### src/rtl/clock_ctrl_pkg.sv
`default_nettype none
// ============================================================================
//  Module   : clock_ctrl_pkg
//  Brief    : Shared mode encodings and constants for the HH:MM clock controller.
//  Revision : 1.0 - initial release
// ============================================================================
package clock_ctrl_pkg;

    typedef enum logic [1:0] {
        MODE_RUN     = 2'b00,
        MODE_SET_HR  = 2'b01,
        MODE_SET_MIN = 2'b10
    } mode_t;

    localparam logic [5:0] SEC_MAX = 6'd59;

    // Bit positions inside the display blink mask
    localparam int DIG_HR_H  = 3;
    localparam int DIG_HR_L  = 2;
    localparam int DIG_MIN_H = 1;
    localparam int DIG_MIN_L = 0;

endpackage
`default_nettype wire

### src/rtl/key_debounce.sv
`default_nettype none
// ============================================================================
//  Module   : key_debounce
//  Brief    : Synchronises an active-low key, debounces it with a saturating
//             counter and emits one press pulse per hold plus a hold level.
//  Revision : 1.0 - initial release
// ============================================================================
module key_debounce #(
    parameter int DEB_CYCLES = 1048576
) (
    input  logic clk,
    input  logic rst,
    input  logic i_key_n,
    output logic o_press,
    output logic o_hold
);

    localparam int c_CNT_W = $clog2(DEB_CYCLES + 1);

    logic               r_sync1;
    logic               r_sync2;
    logic [c_CNT_W-1:0] r_cnt;
    logic               r_press;
    logic               w_low;

    assign w_low = ~r_sync2;

    always_ff @(posedge clk or negedge rst) begin
        if (!rst) begin
            r_sync1 <= 1'b1;
            r_sync2 <= 1'b1;
            r_cnt   <= '0;
            r_press <= 1'b0;
        end else begin
            r_sync1 <= i_key_n;
            r_sync2 <= r_sync1;
            if (!w_low) begin
                r_cnt <= '0;
            end else if (r_cnt != c_CNT_W'(DEB_CYCLES)) begin
                r_cnt <= r_cnt + 1'b1;
            end
            // Pulse lands in the cycle the counter saturates
            r_press <= w_low && (r_cnt == c_CNT_W'(DEB_CYCLES - 1));
        end
    end

    assign o_press = r_press;
    assign o_hold  = w_low && (r_cnt == c_CNT_W'(DEB_CYCLES));

endmodule
`default_nettype wire

### src/rtl/clock_mode_ctrl.sv
`default_nettype none
// ============================================================================
//  Module   : clock_mode_ctrl
//  Brief    : RUN/SET_HR/SET_MIN controller for the HH:MM clock: key handling,
//             seconds counter, counter strobes and digit blink mask.
//             Optional UP auto-repeat enabled by defining AUTO_REPEAT_EN.
//  Revision : 1.0 - initial release
// ============================================================================
module clock_mode_ctrl
    import clock_ctrl_pkg::*;
#(
    parameter int DEB_CYCLES  = 1048576,
    parameter int BLINK_HALF  = 12500000,
    parameter int REPEAT_DLY  = 25000000,
    parameter int REPEAT_RATE = 5000000
) (
    input  logic       clk,
    input  logic       rst,
    input  logic       key_mode_n,
    input  logic       key_up_n,
    input  logic       sec_tick,
    output logic       min_inc,
    output logic       min_adj,
    output logic       hr_adj,
    output logic       sec_clr,
    output logic [1:0] mode,
    output logic [3:0] blink_mask
);

    localparam int c_BLINK_W = $clog2(BLINK_HALF);

    mode_t                r_state;
    mode_t                w_state_nxt;
    logic [5:0]           r_sec_cnt;
    logic [5:0]           w_sec_nxt;
    logic                 r_min_inc, r_min_adj, r_hr_adj, r_sec_clr;
    logic                 w_min_inc_nxt, w_min_adj_nxt, w_hr_adj_nxt, w_sec_clr_nxt;
    logic [c_BLINK_W-1:0] r_blink_cnt;
    logic                 r_ph;
    logic                 w_blink_restart;
    logic [3:0]           w_mask;
    logic                 w_mode_press, w_up_press, w_up_hold, w_mode_hold_unused;
    logic                 w_rep_fire, w_repeating;

    key_debounce #(.DEB_CYCLES(DEB_CYCLES)) u_deb_mode (
        .clk     (clk),
        .rst     (rst),
        .i_key_n (key_mode_n),
        .o_press (w_mode_press),
        .o_hold  (w_mode_hold_unused)
    );

    key_debounce #(.DEB_CYCLES(DEB_CYCLES)) u_deb_up (
        .clk     (clk),
        .rst     (rst),
        .i_key_n (key_up_n),
        .o_press (w_up_press),
        .o_hold  (w_up_hold)
    );

`ifdef AUTO_REPEAT_EN
    localparam int c_REP_MAX = (REPEAT_DLY > REPEAT_RATE) ? REPEAT_DLY : REPEAT_RATE;
    localparam int c_REP_W   = $clog2(c_REP_MAX + 1);

    logic               r_rep_arm;
    logic               r_repeating;
    logic [c_REP_W-1:0] r_rep_cnt;
    logic               w_rep_stop;
    logic               w_rep_start;

    assign w_rep_start = w_up_press && !w_mode_press && (r_state != MODE_RUN);
    assign w_rep_stop  = !w_up_hold || w_mode_press || (r_state == MODE_RUN);
    assign w_rep_fire  = r_rep_arm && !w_rep_stop &&
                         (r_repeating ? (r_rep_cnt == c_REP_W'(REPEAT_RATE))
                                      : (r_rep_cnt == c_REP_W'(REPEAT_DLY)));
    assign w_repeating = r_repeating;

    // Counter holds the number of cycles since the press (or the last repeat)
    always_ff @(posedge clk or negedge rst) begin
        if (!rst) begin
            r_rep_arm   <= 1'b0;
            r_repeating <= 1'b0;
            r_rep_cnt   <= '0;
        end else if (w_rep_start) begin
            r_rep_arm   <= 1'b1;
            r_repeating <= 1'b0;
            r_rep_cnt   <= c_REP_W'(1);
        end else if (w_rep_stop) begin
            r_rep_arm   <= 1'b0;
            r_repeating <= 1'b0;
            r_rep_cnt   <= '0;
        end else if (r_rep_arm) begin
            if (w_rep_fire) begin
                r_repeating <= 1'b1;
                r_rep_cnt   <= c_REP_W'(1);
            end else begin
                r_rep_cnt   <= r_rep_cnt + 1'b1;
            end
        end
    end
`else
    logic w_repeat_unused;

    assign w_repeat_unused = ^{REPEAT_DLY, REPEAT_RATE, w_up_hold};
    assign w_rep_fire      = 1'b0;
    assign w_repeating     = 1'b0;
`endif

    always_comb begin
        w_state_nxt     = r_state;
        w_sec_nxt       = r_sec_cnt;
        w_min_inc_nxt   = 1'b0;
        w_min_adj_nxt   = 1'b0;
        w_hr_adj_nxt    = 1'b0;
        w_sec_clr_nxt   = 1'b0;
        w_blink_restart = w_repeating;
        case (r_state)
            MODE_RUN: begin
                if (sec_tick) begin
                    if (r_sec_cnt == SEC_MAX) begin
                        w_sec_nxt     = '0;
                        w_min_inc_nxt = 1'b1;
                    end else begin
                        w_sec_nxt     = r_sec_cnt + 6'd1;
                    end
                end
                if (w_mode_press) begin
                    w_state_nxt     = MODE_SET_HR;
                    w_blink_restart = 1'b1;
                end
            end
            MODE_SET_HR: begin
                if (w_mode_press) begin
                    w_state_nxt     = MODE_SET_MIN;
                    w_blink_restart = 1'b1;
                end else if (w_up_press || w_rep_fire) begin
                    w_hr_adj_nxt    = 1'b1;
                    w_blink_restart = w_blink_restart | w_up_press;
                end
            end
            MODE_SET_MIN: begin
                // Leaving set mode restarts seconds; a coincident tick is dropped
                if (w_mode_press) begin
                    w_state_nxt   = MODE_RUN;
                    w_sec_nxt     = '0;
                    w_sec_clr_nxt = 1'b1;
                end else if (w_up_press || w_rep_fire) begin
                    w_min_adj_nxt   = 1'b1;
                    w_blink_restart = w_blink_restart | w_up_press;
                end
            end
            default: w_state_nxt = MODE_RUN;
        endcase
    end

    always_ff @(posedge clk or negedge rst) begin
        if (!rst) begin
            r_state     <= MODE_RUN;
            r_sec_cnt   <= '0;
            r_min_inc   <= 1'b0;
            r_min_adj   <= 1'b0;
            r_hr_adj    <= 1'b0;
            r_sec_clr   <= 1'b0;
            r_blink_cnt <= '0;
            r_ph        <= 1'b0;
        end else begin
            r_state   <= w_state_nxt;
            r_sec_cnt <= w_sec_nxt;
            r_min_inc <= w_min_inc_nxt;
            r_min_adj <= w_min_adj_nxt;
            r_hr_adj  <= w_hr_adj_nxt;
            r_sec_clr <= w_sec_clr_nxt;
            if (w_blink_restart) begin
                r_blink_cnt <= '0;
                r_ph        <= 1'b0;
            end else if (r_blink_cnt == c_BLINK_W'(BLINK_HALF - 1)) begin
                r_blink_cnt <= '0;
                r_ph        <= ~r_ph;
            end else begin
                r_blink_cnt <= r_blink_cnt + 1'b1;
            end
        end
    end

    always_comb begin
        w_mask = 4'b0000;
        case (r_state)
            MODE_SET_HR: begin
                w_mask[DIG_HR_H] = r_ph;
                w_mask[DIG_HR_L] = r_ph;
            end
            MODE_SET_MIN: begin
                w_mask[DIG_MIN_H] = r_ph;
                w_mask[DIG_MIN_L] = r_ph;
            end
            default: w_mask = 4'b0000;
        endcase
    end

    assign min_inc    = r_min_inc;
    assign min_adj    = r_min_adj;
    assign hr_adj     = r_hr_adj;
    assign sec_clr    = r_sec_clr;
    assign mode       = r_state;
    assign blink_mask = w_mask;

endmodule
`default_nettype wire

### config.mk
export PLATFORM = sky130hd
export DESIGN_NAME = clock_mode_ctrl
export DESIGN_NICKNAME = d
export VERILOG_FILES = /design/src/rtl/clock_ctrl_pkg.sv /design/src/rtl/key_debounce.sv /design/src/rtl/clock_mode_ctrl.sv
export SDC_FILE = /design/constraint.sdc
export NUM_CORES = 1
export LEC_CHECK = 0
export CAP_MARGIN = 20
export CORE_MARGIN = 2
export CORE_UTILIZATION = 53
export DETAILED_ROUTE_END_ITERATION = 16
export GPL_ROUTABILITY_DRIVEN = 1
export MAX_ROUTING_LAYER = met4
export PLACE_DENSITY_LB_ADDON = 0.2
export SLEW_MARGIN = 20
export SYNTH_ARGS = -nofsm -noshare
export SYNTH_HDL_FRONTEND = slang
export SYNTH_HIERARCHICAL = 1
export SYNTH_SLANG_ARGS = --single-unit
### constraint.sdc
create_clock -name clk -period 2.27 [get_ports clk]
set_input_delay 0.3405 -clock clk [delete_from_list [all_inputs] [get_ports clk]]
set_output_delay 0.3405 -clock clk [all_outputs]
set_load 0.01 [all_outputs]
==> impl_metrics.env <==
export IMPL_clk_latency_ns=0.35
export IMPL_drive_gt1_share_pct=14.0
export IMPL_rows=33
export IMPL_clock_path_buffers=2
export IMPL_tightest_slew_ns=0.433
export IMPL_die_y_um=96.7
export IMPL_hold_viol=0
export IMPL_fin_nets=478
export IMPL_htree_levels=3
export IMPL_num_io_pins=15
export IMPL_grt_pass1_wl_um=15000
export IMPL_drt_iter0_drc=208
export IMPL_rr_worst_depth=5
export IMPL_syn_instance_count=450
export IMPL_endpoint_kind="output pin"
export IMPL_core_area_sq_um=8260
export IMPL_dpl_hpwl_um=5850
export IMPL_place_congestion=0.813
export IMPL_design_area_sq_um=5010
export IMPL_period_minus_slack_ns=2.14
export IMPL_timing_final_crit_share_pct=94.4
export IMPL_root_buffer="clkbuf_8"
export IMPL_grt_max_degree=55
export IMPL_grt_pass1_vias=3254
export IMPL_worst_hold_path_num_cells=0
export IMPL_syn_nets=461
export IMPL_initial_core_util_pct=55.1
export IMPL_place_area_sq_um=4790
export IMPL_first_pass_iters=4
export IMPL_portBuffers=14
export IMPL_power_density_nw_per_um2=578
export IMPL_power_mw=2.89
export IMPL_die_area_sq_um=9340
export IMPL_track_usage_pct=19.6
export IMPL_cts_tree="yes"
export IMPL_power_leakage_nw=2.11
export IMPL_fin_util_pct=60.6
export IMPL_antenna_found_initial=0
export IMPL_avgViaCountPerCell=5.85
export IMPL_drc=0
export IMPL_r2r_end="r_blink_cnt[18]"
export IMPL_syn_cell_area_sq_um=4550
export IMPL_antenna_left=0
export IMPL_rsz0062_at_grt="false"
export IMPL_cp_start_kind="register"
export IMPL_fillers=700
export IMPL_vias=3368
export IMPL_clk_pin_slew_ns=0.08
export IMPL_dieWidth_um=96.7
export IMPL_yosys_warnings=6
export IMPL_slew_headroom_pct=71.1
export IMPL_arrival_ns=1.80
export IMPL_r2r_setup_slack_ns=0.16
export IMPL_syn_avg_cell_area_sq_um=10.1
export IMPL_status="finished clean"
export IMPL_hold_end="u_deb_mode/r_sync2"
export IMPL_clkSinkCount=85
export IMPL_routed_wl_um=8430
export IMPL_cp_max_fo=11
export IMPL_fin_tns_setup_ns=0
export IMPL_hold_path_class="register to register"
export IMPL_cts_setup_buffers=0
export IMPL_syn2layout_area_growth_pct=10.1
export IMPL_maxSlewViolCount=0
export IMPL_cts_buffers=9
export IMPL_diodes=0
export IMPL_min_from="u_deb_mode/r_sync1"
export IMPL_cp_data_required_time_ns=1.93
export IMPL_fmax_ghz=0.467
export IMPL_finClkSkew_ns=0.00957
export IMPL_reg2reg_from="r_blink_cnt[0]"
export IMPL_globalRouteOverflowTotal=0
export IMPL_critical_path_class="register to output pin"
export IMPL_setup_violations=0
export IMPL_max_cap_viol_count=0
export IMPL_vdd_ir_drop_max_mv=0.423
export IMPL_wl_per_cell_um=14.6
[registers in the layout, summed over array words and instances, names as in the netlist]
name	flops
u_deb_mode/r_sync2	1
min_inc	1
u_deb_up/r_sync2	1
u_deb_mode/o_press	1
u_deb_mode/r_cnt	21
r_ph	1
min_adj	1
r_sec_cnt	6
r_blink_cnt	24
mode	2
u_deb_up/o_press	1
u_deb_up/r_sync1	1
u_deb_up/r_cnt	21
hr_adj	1
sec_clr	1
u_deb_mode/r_sync1	1
[stage by stage]
| step | setup WS [ns] | hold slack, ns | instances |
|---|---|---|---|
| floorplan | 0.247 | 0.0449 | 450 |
| global placement | 0.276 | 0.314 | 560 |
| detailed placement | 0.191 | 0.319 | 560 |
| CTS | 0.00111 | 0.362 | 576 |
| global route | 0.0206 | 0.368 | 576 |
| finish | 0.127 | 0.361 | 576 |
[worst max-delay path by stage]
stage | startpoint | end | slack (ns) | depth (start not counted)
finish | mode[0] | blink_mask[3] | 0.13 | 3
CTS | mode[1] | blink_mask[0] | 0.001 | 3
global placement | r_blink_cnt[0] | r_blink_cnt[22] | 0.28 | 5
detailed placement | r_blink_cnt[0] | r_blink_cnt[18] | 0.19 | 5
floorplan | r_blink_cnt[0] | r_blink_cnt[18] | 0.25 | 6
global route | mode[0] | blink_mask[2] | 0.02 | 3
[worst max-delay path, cell delays in order, from the launching register on]
cell and delay (ns):
dfrtp_2 0.50, nor2b_2 0.23, and2_1 0.18, clkdlybuf4s50_1 0.55
[metal layers]
layer | vias to the layer above | track usage, % | share of wire, %
met5 | - | - | 0
met4 | 0 | 6.39 | 0.63
met3 | 4 | 2.67 | 1.9
met2 | 33 | 31.3 | 50
met1 | 1670 | 26.1 | 48
li1 | 1661 | - | -
[cell type report]
class	count	area, sq um	area share, %
inverters	17	63.8	1.27
flip-flops and latches	85	2130	42.6
well taps	105	131	2.62
clock inverters	5	62.6	1.25
multi-input cells	330	2260	45.1
repair buffers	24	228	4.55
clock buffers	10	128	2.55
[power by group]
group	leakage, nW	total, mW	switching (mW)	internal (mW)
clock	0.0886	1.05	0.544	0.507
combinational	0.885	0.193	0.104	0.0891
sequential	1.14	1.65	0.0783	1.57
[layout by cell type (no fill, tap or decap), types with 9 or more instances in the layout]
cell type / instances
xnor2_1: 24
nand2_1: 22
clkbuf_8: 9
clkdlybuf4s50_1: 13
nand3_1: 23
nand4_1: 15
dfrtp_1: 79
o21ai_0: 19
nor3_1: 23
inv_1: 17
buf_4: 9
a21oi_1: 16
nor4_1: 11
nor2_1: 43
xor2_1: 9
[repair_timing]
| action | in CTS | in global routing |
|---|---|---|
| hold buffers | 1 | 0 |
| endpoints found under the setup margin | 3 | 4 |
| resized for setup | 2 | 3 |
| endpoints found under the hold margin | 31 | 0 |
(Power assumes the default switching activity.)
